[config.mk]
export PLATFORM = sky130hd
export DESIGN_NAME = window_line_buffer
export DESIGN_NICKNAME = d
export VERILOG_FILES = /design/src/rtl/window_line_buffer.sv
export SDC_FILE = /design/constraint.sdc
export NUM_CORES = 2
export LEC_CHECK = 0
export ABC_AREA = 1
export BUFFER_PORTS_ARGS = -buffer_cell sky130_fd_sc_hd__buf_2
export CORE_MARGIN = 4
export CORE_UTILIZATION = 30
export CTS_BUF_LIST = sky130_fd_sc_hd__clkbuf_4 sky130_fd_sc_hd__clkbuf_8
export CTS_CLUSTER_SIZE = 8
export DETAILED_ROUTE_END_ITERATION = 12
export PLACE_DENSITY_LB_ADDON = 0.15
export SLEW_MARGIN = 5
export SYNTH_ARGS = -nofsm -noshare
export SYNTH_HDL_FRONTEND = slang
export SYNTH_SLANG_ARGS = --single-unit
[constraint.sdc]
create_clock -name clk -period 6.3 [get_ports clk]
set_clock_uncertainty 0.2 [all_clocks]
set_input_delay 0.63 -clock clk [delete_from_list [all_inputs] [get_ports clk]]
set_output_delay 0.63 -clock clk [all_outputs]
set_load 0.03 [all_outputs]
[src/rtl/window_line_buffer.sv]
// ---------------------------------------------------------------------------
// window_line_buffer
//
// Streaming KxK sliding-window generator. Pixels arrive in raster order, one
// per in_valid cycle. K-1 previous image rows are held in per-row line
// memories indexed by column. On each accepted pixel the memories shift down
// by one row at that column, and the window shifts left by one column. A
// complete window is presented one cycle after every pixel whose window lies
// entirely inside the image.
//
// Ports:
//   clk          rising-edge clock
//   reset        synchronous, active-high reset
//   in_valid     pixel accepted on this cycle
//   in_data      pixel value
//   img_width    frame width, sampled on the first pixel of a frame
//   img_height   frame height, sampled on the first pixel of a frame
//   out_valid    one-cycle pulse: out_window holds a complete window
//   out_window   element (i,j) at [(i*K+j)*DATA_WIDTH +: DATA_WIDTH],
//                i = row (0 = top/oldest), j = col (0 = left/oldest)
//   frame_done   one-cycle pulse after the last pixel of a frame
//   out_row/out_col  (only with WINDOW_LINE_BUFFER_COORD_EN defined)
//                image coordinates of the window's bottom-right pixel
//
// Optional feature macro: WINDOW_LINE_BUFFER_COORD_EN
// ---------------------------------------------------------------------------
module window_line_buffer #(
  parameter int DATA_WIDTH = 32,
  parameter int MAX_WIDTH  = 28,
  parameter int K          = 3,
  parameter int CNT_W      = 5
) (
  input  logic                        clk,
  input  logic                        reset,
  input  logic                        in_valid,
  input  logic [DATA_WIDTH-1:0]       in_data,
  input  logic [CNT_W-1:0]            img_width,
  input  logic [CNT_W-1:0]            img_height,
  output logic                        out_valid,
  output logic [K*K*DATA_WIDTH-1:0]   out_window,
  output logic                        frame_done
`ifdef WINDOW_LINE_BUFFER_COORD_EN
  ,
  output logic [CNT_W-1:0]            out_row,
  output logic [CNT_W-1:0]            out_col
`endif
);

  localparam int AddrW = (MAX_WIDTH > 1) ? $clog2(MAX_WIDTH) : 1;
  localparam logic [CNT_W-1:0] KMin  = CNT_W'(K);
  localparam logic [CNT_W-1:0] KLast = CNT_W'(K - 1);
  localparam logic [CNT_W-1:0] MaxW  = CNT_W'(MAX_WIDTH);
  localparam logic [CNT_W-1:0] One   = CNT_W'(1);

  logic [CNT_W-1:0]      rowCnt_q, rowCnt_d;
  logic [CNT_W-1:0]      colCnt_q, colCnt_d;
  logic [CNT_W-1:0]      widthCfg_q, widthCfg_d;
  logic [CNT_W-1:0]      heightCfg_q, heightCfg_d;
  logic [DATA_WIDTH-1:0] win_q [K][K];
  logic [DATA_WIDTH-1:0] win_d [K][K];
  logic                  outValid_q, outValid_d;
  logic                  frameDone_q, frameDone_d;

  logic [DATA_WIDTH-1:0] lineMem [K-1][MAX_WIDTH];
  logic [DATA_WIDTH-1:0] memRd   [K-1];
  logic [AddrW-1:0]      memAddr;

  logic [CNT_W-1:0]      clampWidth, clampHeight;
  logic [CNT_W-1:0]      curWidth, curHeight;
  logic                  frameStart, lastCol, lastRow;

  assign memAddr    = colCnt_q[AddrW-1:0];
  assign frameStart = (rowCnt_q == '0) && (colCnt_q == '0);

  // The first pixel of a frame must already use the new geometry, so the
  // clamped live inputs bypass the latched config while row=col=0.
  always_comb begin
    clampWidth  = img_width;
    clampHeight = img_height;
    if (img_width < KMin) begin
      clampWidth = KMin;
    end else if (img_width > MaxW) begin
      clampWidth = MaxW;
    end
    if (img_height < KMin) begin
      clampHeight = KMin;
    end
    curWidth  = frameStart ? clampWidth  : widthCfg_q;
    curHeight = frameStart ? clampHeight : heightCfg_q;
    lastCol   = (colCnt_q == curWidth - One);
    lastRow   = (rowCnt_q == curHeight - One);
  end

  // Line memory read port: one word per stored row at the current column.
  always_comb begin
    for (int k = 0; k < K-1; k++) begin
      memRd[k] = lineMem[k][memAddr];
    end
  end

  // Next-state logic for counters, config latch and the window registers.
  always_comb begin
    rowCnt_d    = rowCnt_q;
    colCnt_d    = colCnt_q;
    widthCfg_d  = widthCfg_q;
    heightCfg_d = heightCfg_q;
    win_d       = win_q;
    outValid_d  = 1'b0;
    frameDone_d = 1'b0;
    if (in_valid) begin
      if (frameStart) begin
        widthCfg_d  = clampWidth;
        heightCfg_d = clampHeight;
      end
      for (int i = 0; i < K; i++) begin
        for (int j = 0; j < K-1; j++) begin
          win_d[i][j] = win_q[i][j+1];
        end
      end
      for (int i = 0; i < K-1; i++) begin
        win_d[i][K-1] = memRd[i];
      end
      win_d[K-1][K-1] = in_data;
      outValid_d = (rowCnt_q >= KLast) && (colCnt_q >= KLast);
      if (lastCol) begin
        colCnt_d = '0;
        if (lastRow) begin
          rowCnt_d    = '0;
          frameDone_d = 1'b1;
        end else begin
          rowCnt_d = rowCnt_q + One;
        end
      end else begin
        colCnt_d = colCnt_q + One;
      end
    end
  end

  always_ff @(posedge clk) begin
    if (reset) begin
      rowCnt_q    <= '0;
      colCnt_q    <= '0;
      widthCfg_q  <= KMin;
      heightCfg_q <= KMin;
      outValid_q  <= 1'b0;
      frameDone_q <= 1'b0;
      for (int i = 0; i < K; i++) begin
        for (int j = 0; j < K; j++) begin
          win_q[i][j] <= '0;
        end
      end
    end else begin
      rowCnt_q    <= rowCnt_d;
      colCnt_q    <= colCnt_d;
      widthCfg_q  <= widthCfg_d;
      heightCfg_q <= heightCfg_d;
      outValid_q  <= outValid_d;
      frameDone_q <= frameDone_d;
      win_q       <= win_d;
    end
  end

  // Line memories are never cleared: rows that still hold stale data are
  // only ever read while out_valid is being suppressed. The reads above see
  // the old contents, giving read-before-write behaviour at one address.
  always_ff @(posedge clk) begin
    if (in_valid) begin
      for (int k = 0; k < K-2; k++) begin
        lineMem[k][memAddr] <= lineMem[k+1][memAddr];
      end
      lineMem[K-2][memAddr] <= in_data;
    end
  end

  always_comb begin
    out_window = '0;
    for (int i = 0; i < K; i++) begin
      for (int j = 0; j < K; j++) begin
        out_window[(i*K+j)*DATA_WIDTH +: DATA_WIDTH] = win_q[i][j];
      end
    end
  end

  assign out_valid  = outValid_q;
  assign frame_done = frameDone_q;

`ifdef WINDOW_LINE_BUFFER_COORD_EN
  logic [CNT_W-1:0] outRow_q, outCol_q;

  // Coordinates follow the window registers, so they are captured on every
  // accept and are meaningful only alongside out_valid.
  always_ff @(posedge clk) begin
    if (reset) begin
      outRow_q <= '0;
      outCol_q <= '0;
    end else if (in_valid) begin
      outRow_q <= rowCnt_q;
      outCol_q <= colCnt_q;
    end
  end

  assign out_row = outRow_q;
  assign out_col = outCol_q;
`endif

endmodule

Word-level counts from Yosys, hierarchy flattened
Memories as Yosys holds them, arrays and structs flattened.
Cells that the tools add are included.
{"block": "word_totals", "out_inout_bits": 290, "memories": 1, "ram_bits": 1792, "reg_bits": 310}
{"name": "lineMem", "depth": 2, "width": 896, "read_ports": 2, "rd_clocked_by_memory_dff": 0, "wr": 2, "line_no": "64", "text": "logic [DATA_WIDTH-1:0] lineMem [K-1][MAX_WIDTH];"}
{"block": "classes", "bitwise_logic": 3, "order_cmp": 7, "muxes": 18, "add_sub_neg": 4, "reduce_logical": 8, "n_eq_ne": 2}
{"operator": "$mux 896", "n": 1}
{"operator": "$bmux 32 s5", "n": 2}
{"operator": "$demux 32 s5", "n": 1}
{"operator": "$mux 32", "n": 5}
{"operator": "$mux 5", "n": 7}
{"operator": "$add 5x1->5 const B", "n": 2}
{"operator": "$eq 5x5->1", "n": 2}
{"operator": "$ge 5x2->1 const B", "n": 2}
{"operator": "$logic_not 5->1", "n": 2}
{"operator": "$lt 5x2->1 const B", "n": 2}
{"operator": "$sub 5x1->5 const B", "n": 2}
{"operator": "$ge 6x6->1 const B", "n": 1}
{"operator": "$lt 6x1->1 const B", "n": 1}
{"operator": "$not 5->6", "n": 1}
{"operator": "$gt 5x5->1 const B", "n": 1}
{"operator": "$logic_and 1x1->1", "n": 3}
{"operator": "$reduce_or 3->1", "n": 1}
{"operator": "$mux 1", "n": 2}
{"operator": "$not 1->1", "n": 2}
{"operator": "$reduce_and 2->1", "n": 1}
{"operator": "$reduce_or 2->1", "n": 1}

Depth between registers and ports, before layout
{"block": "logic_depth", "ltp_word": 8, "ltp_mapped": 23, "depth_no_buf": 18}

Least setup slack after synthesis
Ideal clock, no wire load.
{"block": "synth_path", "path_kind": "input -> register", "from": "input port in_valid", "to": "memory lineMem[0][1696] (netlist name) (enable)", "path_slack_ns": 1.215, "arrival_ns": 4.398, "cell_stages": 6, "n_path_buf": 4, "cell_sequence": "clkbuf_1 -> buf_2 -> buf_2 -> clkbuf_1 -> nand2_1 -> nor2_1"}
{"element": "from (decl)", "line_no": "35", "text": "input logic in_valid,"}
{"element": "to (decl)", "line_no": "64"}

Final worst setup path
{"block": "layout_path", "from": "register colCnt_q[1]", "to": "register rowCnt_q[1]"}
{"block": "layout_via", "elab_chain_len": 6, "elab_cells_between_ends": 10, "cone_classes": "2 x add/sub; 2 x eq/ne; 3 x mux; 3 x reduce/logical"}
{"element": "from (decl)", "line_no": "56", "text": "logic [CNT_W-1:0] colCnt_q, colCnt_d;"}
{"element": "from (signal assigned)", "line_no": "154", "text": "colCnt_q <= colCnt_d;"}
{"element": "$logic_not 5->1", "line_no": "73", "text": "assign frameStart = (rowCnt_q == '0) && (colCnt_q == '0);"}
{"element": "$logic_and 1x1->1", "line_no": "73"}
{"element": "$mux 5"}
{"element": "$sub 5x1->5, on equally long branches", "line_no": "91, 90"}
{"element": "$eq 5x5->1, on equally long branches", "line_no": "91, 90"}
{"element": "$mux 5 / $reduce_and 2->1 (equally long branches)"}
{"element": "to (signal assigned)", "line_no": "153", "text": "rowCnt_q <= rowCnt_d;"}
{"element": "to (decl)", "line_no": "55", "text": "logic [CNT_W-1:0] rowCnt_q, rowCnt_d;"}
Several ways; a longest one is shown, not always the timed one.
A chain may end at the register's enable or synchronous reset.

==> run_results.csv <==
group,metric,value,unit
status,status,"finished, final reports clean",
cells_and_area,areaGrowthSynthToFinish,16.8,%
clocking,cts_tree,"done",
die,ios,335,
min_path,worst_hold_startpoint,"in_data[1]",
critical_path,regToRegSetupSlack,2.12,ns
critical_path,crit_path_start_kind,"flop",
timing,maxSlewHeadroom,12.9,%
synth,synth_nets,6407,
die,die_w,525,um
clocking,cts_buffers,371,
drt,drtIter0Drc,5229,
global_routing,first_global_vias,52800,
cells_and_area,nNetsFinal,6863,
placement,post-place-ws,2.44,ns
drt,num_vias,54800,
die,coreArea,266000,um^2
synth,async_flop_share,0,%
global_routing,antenna_found_initial,16,
clocking,cts-root-buf,"clkbuf_8",
min_path,hp-class,"input port to flop",
placement,io_buffers,334,
drt,viasPerCell,5.16,
drt,dr_wl_met2,130000,um
power,p_per_area,339,nW/um^2
min_path,hold_depth,1,
critical_path,worstPathRequired,6.97,ns
die,start_util,30.2,%
critical_path,path_class,"flop to flop",
timing,fin_crit_sh,66.4,%
clocking,clock_latency,1.04,ns
clocking,clkTransAtPathRegs,0.06,ns
critical_path,timing.rr.start,"colCnt_q[1]$_SDFFE_PP0P_",
synth,ys_warn_count,0,
global_routing,grt_pass1_wl,399000,um
cells_and_area,drive_above_1_share,16.5,%
timing,fin_setup_tns,0,ns
synth,avgSynthCellArea,12.6,um^2
drt,wl_per_cell,26.8,um
clocking,cts_resized,0,
placement,hpwl,153000,um
synth,ys_seq_area_share,74.7,%
power,peakVddDrop,0.258,mV
drt,drcViolationCount,0,
timing,period_minus_slack,4.18,ns
drt,routed_wl,284000,um
die,std_cell_rows,189,
critical_path,endpoint_kind,"flop",
synth,synth.cell_area,80300,um^2
drt,highest-signal-layer,"met5",
synth,synth_edf_count,1792,
timing,setup_viol,0,
critical_path,r2r_cells,16,
min_path,hold_end,"lineMem[0][897]$_DFFE_PP_",
drt,drt_first_pass_iters,6,
synth,synth.lib_cells_used.distinct,44,
die,die_y,525,um
drt,ant_nets,0,
timing,setup_slack,2.12,ns
synth,ys_ff_latch,2102,
drt,wl_met3,17100,um
power,leakage,0.0322,uW
cells_and_area,layout_commonest_cell,"edfxtp_1",
placement,gp_congestion,0.804,
timing,rsz0062_at_grt,"no",
clocking,cts.htree.levels,5,
die,dieArea,276000,um^2
critical_path,critPathMaxFanout,69,
clocking,clockBufferDepth,4,
critical_path,r2r_end,"rowCnt_q[1]$_SDFFE_PP0P_",
drt,wl_met1,131000,um
synth,synth-main-ff-cell,"edfxtp_1",
global_routing,grt_usage,19.8,%
cells_and_area,nFillCells,26200,
critical_path,arrival,4.86,ns
global_routing,grt_max_degree,222,
clocking,numClockSinks,2102,
global_routing,gr-total-overflow,0,
clocking,postCtsSetupBuffers,0,
flow_run,maxCapViolCount,0,
timing,finalMaxSlewViolations,0,
timing,worst_pin_slew,1.31,ns
timing,hold_viol,0,
cells_and_area,final_cell_mix,"1792 x edfxtp_1, 1331 x nor2_1, 1142 x o21ai_0",
synth,postSynthCellCount,6353,
timing,clock.fmax,0.239,GHz
[cell families (layout without fill, tap and decap cells)]
family | count (synthesis) | after routing | synth area share, %
other | 0 | 12 | 0
AND/OR/NAND/NOR | 1768 | 1768 | 8.66
flip-flops | 2102 | 2102 | 74.7
adder cells (fa/ha/maj) | 9 | 9 | 0.140
XOR/XNOR | 6 | 6 | 0.0654
multiplexers | 8 | 8 | 0.0997
buffers and inverters | 569 | 1295 | 3.02
AO/OA/AOI/OAI | 1891 | 1891 | 13.3
[state kept, by name, indices dropped and copies added, names as in the netlist]
register and cells:
colCnt_q 5, heightCfg_q 5, frame_done 1, out_window 288, out_valid 1, rowCnt_q 5
lineMem 1792, widthCfg_q 5
[cells in the mapped netlist, types with 2 or more instances]
cell,number,area share [%]
buf_2,139,0.87
clkbuf_1,267,1.2
xor2_1,5,0.055
nor3_1,5,0.031
nand2_1,303,1.4
nand2_4,5,0.070
inv_1,114,0.53
a221oi_2,17,0.32
nand3_1,49,0.31
clkinv_1,3,0.014
buf_6,8,0.11
a221oi_1,25,0.27
a21oi_1,117,0.73
o211ai_1,2,0.019
a41oi_1,15,0.16
mux2i_1,8,0.10
ha_1,9,0.14
buf_4,14,0.13
nand4_1,18,0.14
inv_4,2,0.016
o21ai_0,1142,7.1
nand3_4,2,0.044
o21ai_1,45,0.28
o21ai_2,2,0.022
a31oi_1,2,0.016
edfxtp_1,1792,67
a21oi_2,4,0.044
buf_1,19,0.089
o221ai_1,5,0.055
dfxtp_1,310,7.7
nand2_2,11,0.086
nor2_2,4,0.031
nor2_8,3,0.075
nor2_1,1361,6.4
inv_2,3,0.014
o22ai_1,439,3.4
nand3_2,4,0.050
a22o_1,74,0.81
[report_power, final]
group	switching [uW]	total, uW	internal (uW)
Clock	5580	12400	6810
Sequential	209	15900	15700
Combinational	2700	3530	827
Total	8490	31800	23300
[routing by layer]
layer	up-vias	track usage [%]
met4	4	4.98
li1	24200	-
met2	1906	31.2
met5	-	0
met1	28200	28.5
met3	422	3.37
[how the worst max path moves through the flow]
stage,startpoint,end,slack [ns],depth (start not counted)
after global placement,in_valid,lineMem[0][1152]$_DFFE_PP_,2.36,4
after global routing,colCnt_q[1]$_SDFFE_PP0P_,rowCnt_q[1]$_SDFFE_PP0P_,1.81,16
after CTS,colCnt_q[0]$_SDFFE_PP0P_,rowCnt_q[1]$_SDFFE_PP0P_,2.00,16
final,colCnt_q[1]$_SDFFE_PP0P_,rowCnt_q[1]$_SDFFE_PP0P_,2.12,16
after floorplan,in_valid,lineMem[0][1696]$_DFFE_PP_,1.22,6
after detailed placement,colCnt_q[4]$_SDFFE_PP0P_,lineMem[0][419]$_DFFE_PP_,2.44,7
[through the flow]
step	hold slack (ns)	std cells	util (%)	cell area, um^2	power (uW)
final	0.0951	10600	35.3	93800	31800
after floorplan	0.243	6353	-	80300	18200
after global placement	0.260	9923	32.4	86200	19700
after global routing	-0.00102	10600	35.3	93800	33100
after detailed placement	0.269	9924	32.4	86200	19700
after CTS	0.00612	10600	35.3	93800	32200
[area by class of cell]
cell class | instances | area, um^2 | share of cell area [%]
Clock buffer | 565 | 6790 | 7.23
Clock inverter | 78 | 339 | 0.361
Multi-Input combinational cell | 3682 | 18100 | 19.3
Antenna cell | 12 | 30.0 | 0.0320
Inverter | 122 | 504 | 0.537
Timing Repair Buffer | 530 | 3620 | 3.85
Tap cell | 3533 | 4420 | 4.71
Sequential cell | 2102 | 60000 | 64.0
[what timing repair did]
item,4_1_cts,5_1_grt
hold endpoints to repair,853,0
hold buffers,45,0
setup endpoints to repair,0,0
[worst max-delay path: stages, from the launching register on]
cell	delay, ns
dfxtp_4	0.46
inv_8	0.43
ha_1	0.35
nand3_2	0.13
nor2_2	0.44
nand3_2	0.10
dlygate4sd3_1	0.60
nand2_2	0.10
ha_1	0.24
xor2_1	0.24
nand3_4	0.13
nor2_8	0.15
nand3_4	0.11
nor2_8	0.13
nand2_1	0.07
nand2_1	0.07
nor2_1	0.04
No activity file was read; power rests on OpenSTA's default activity.
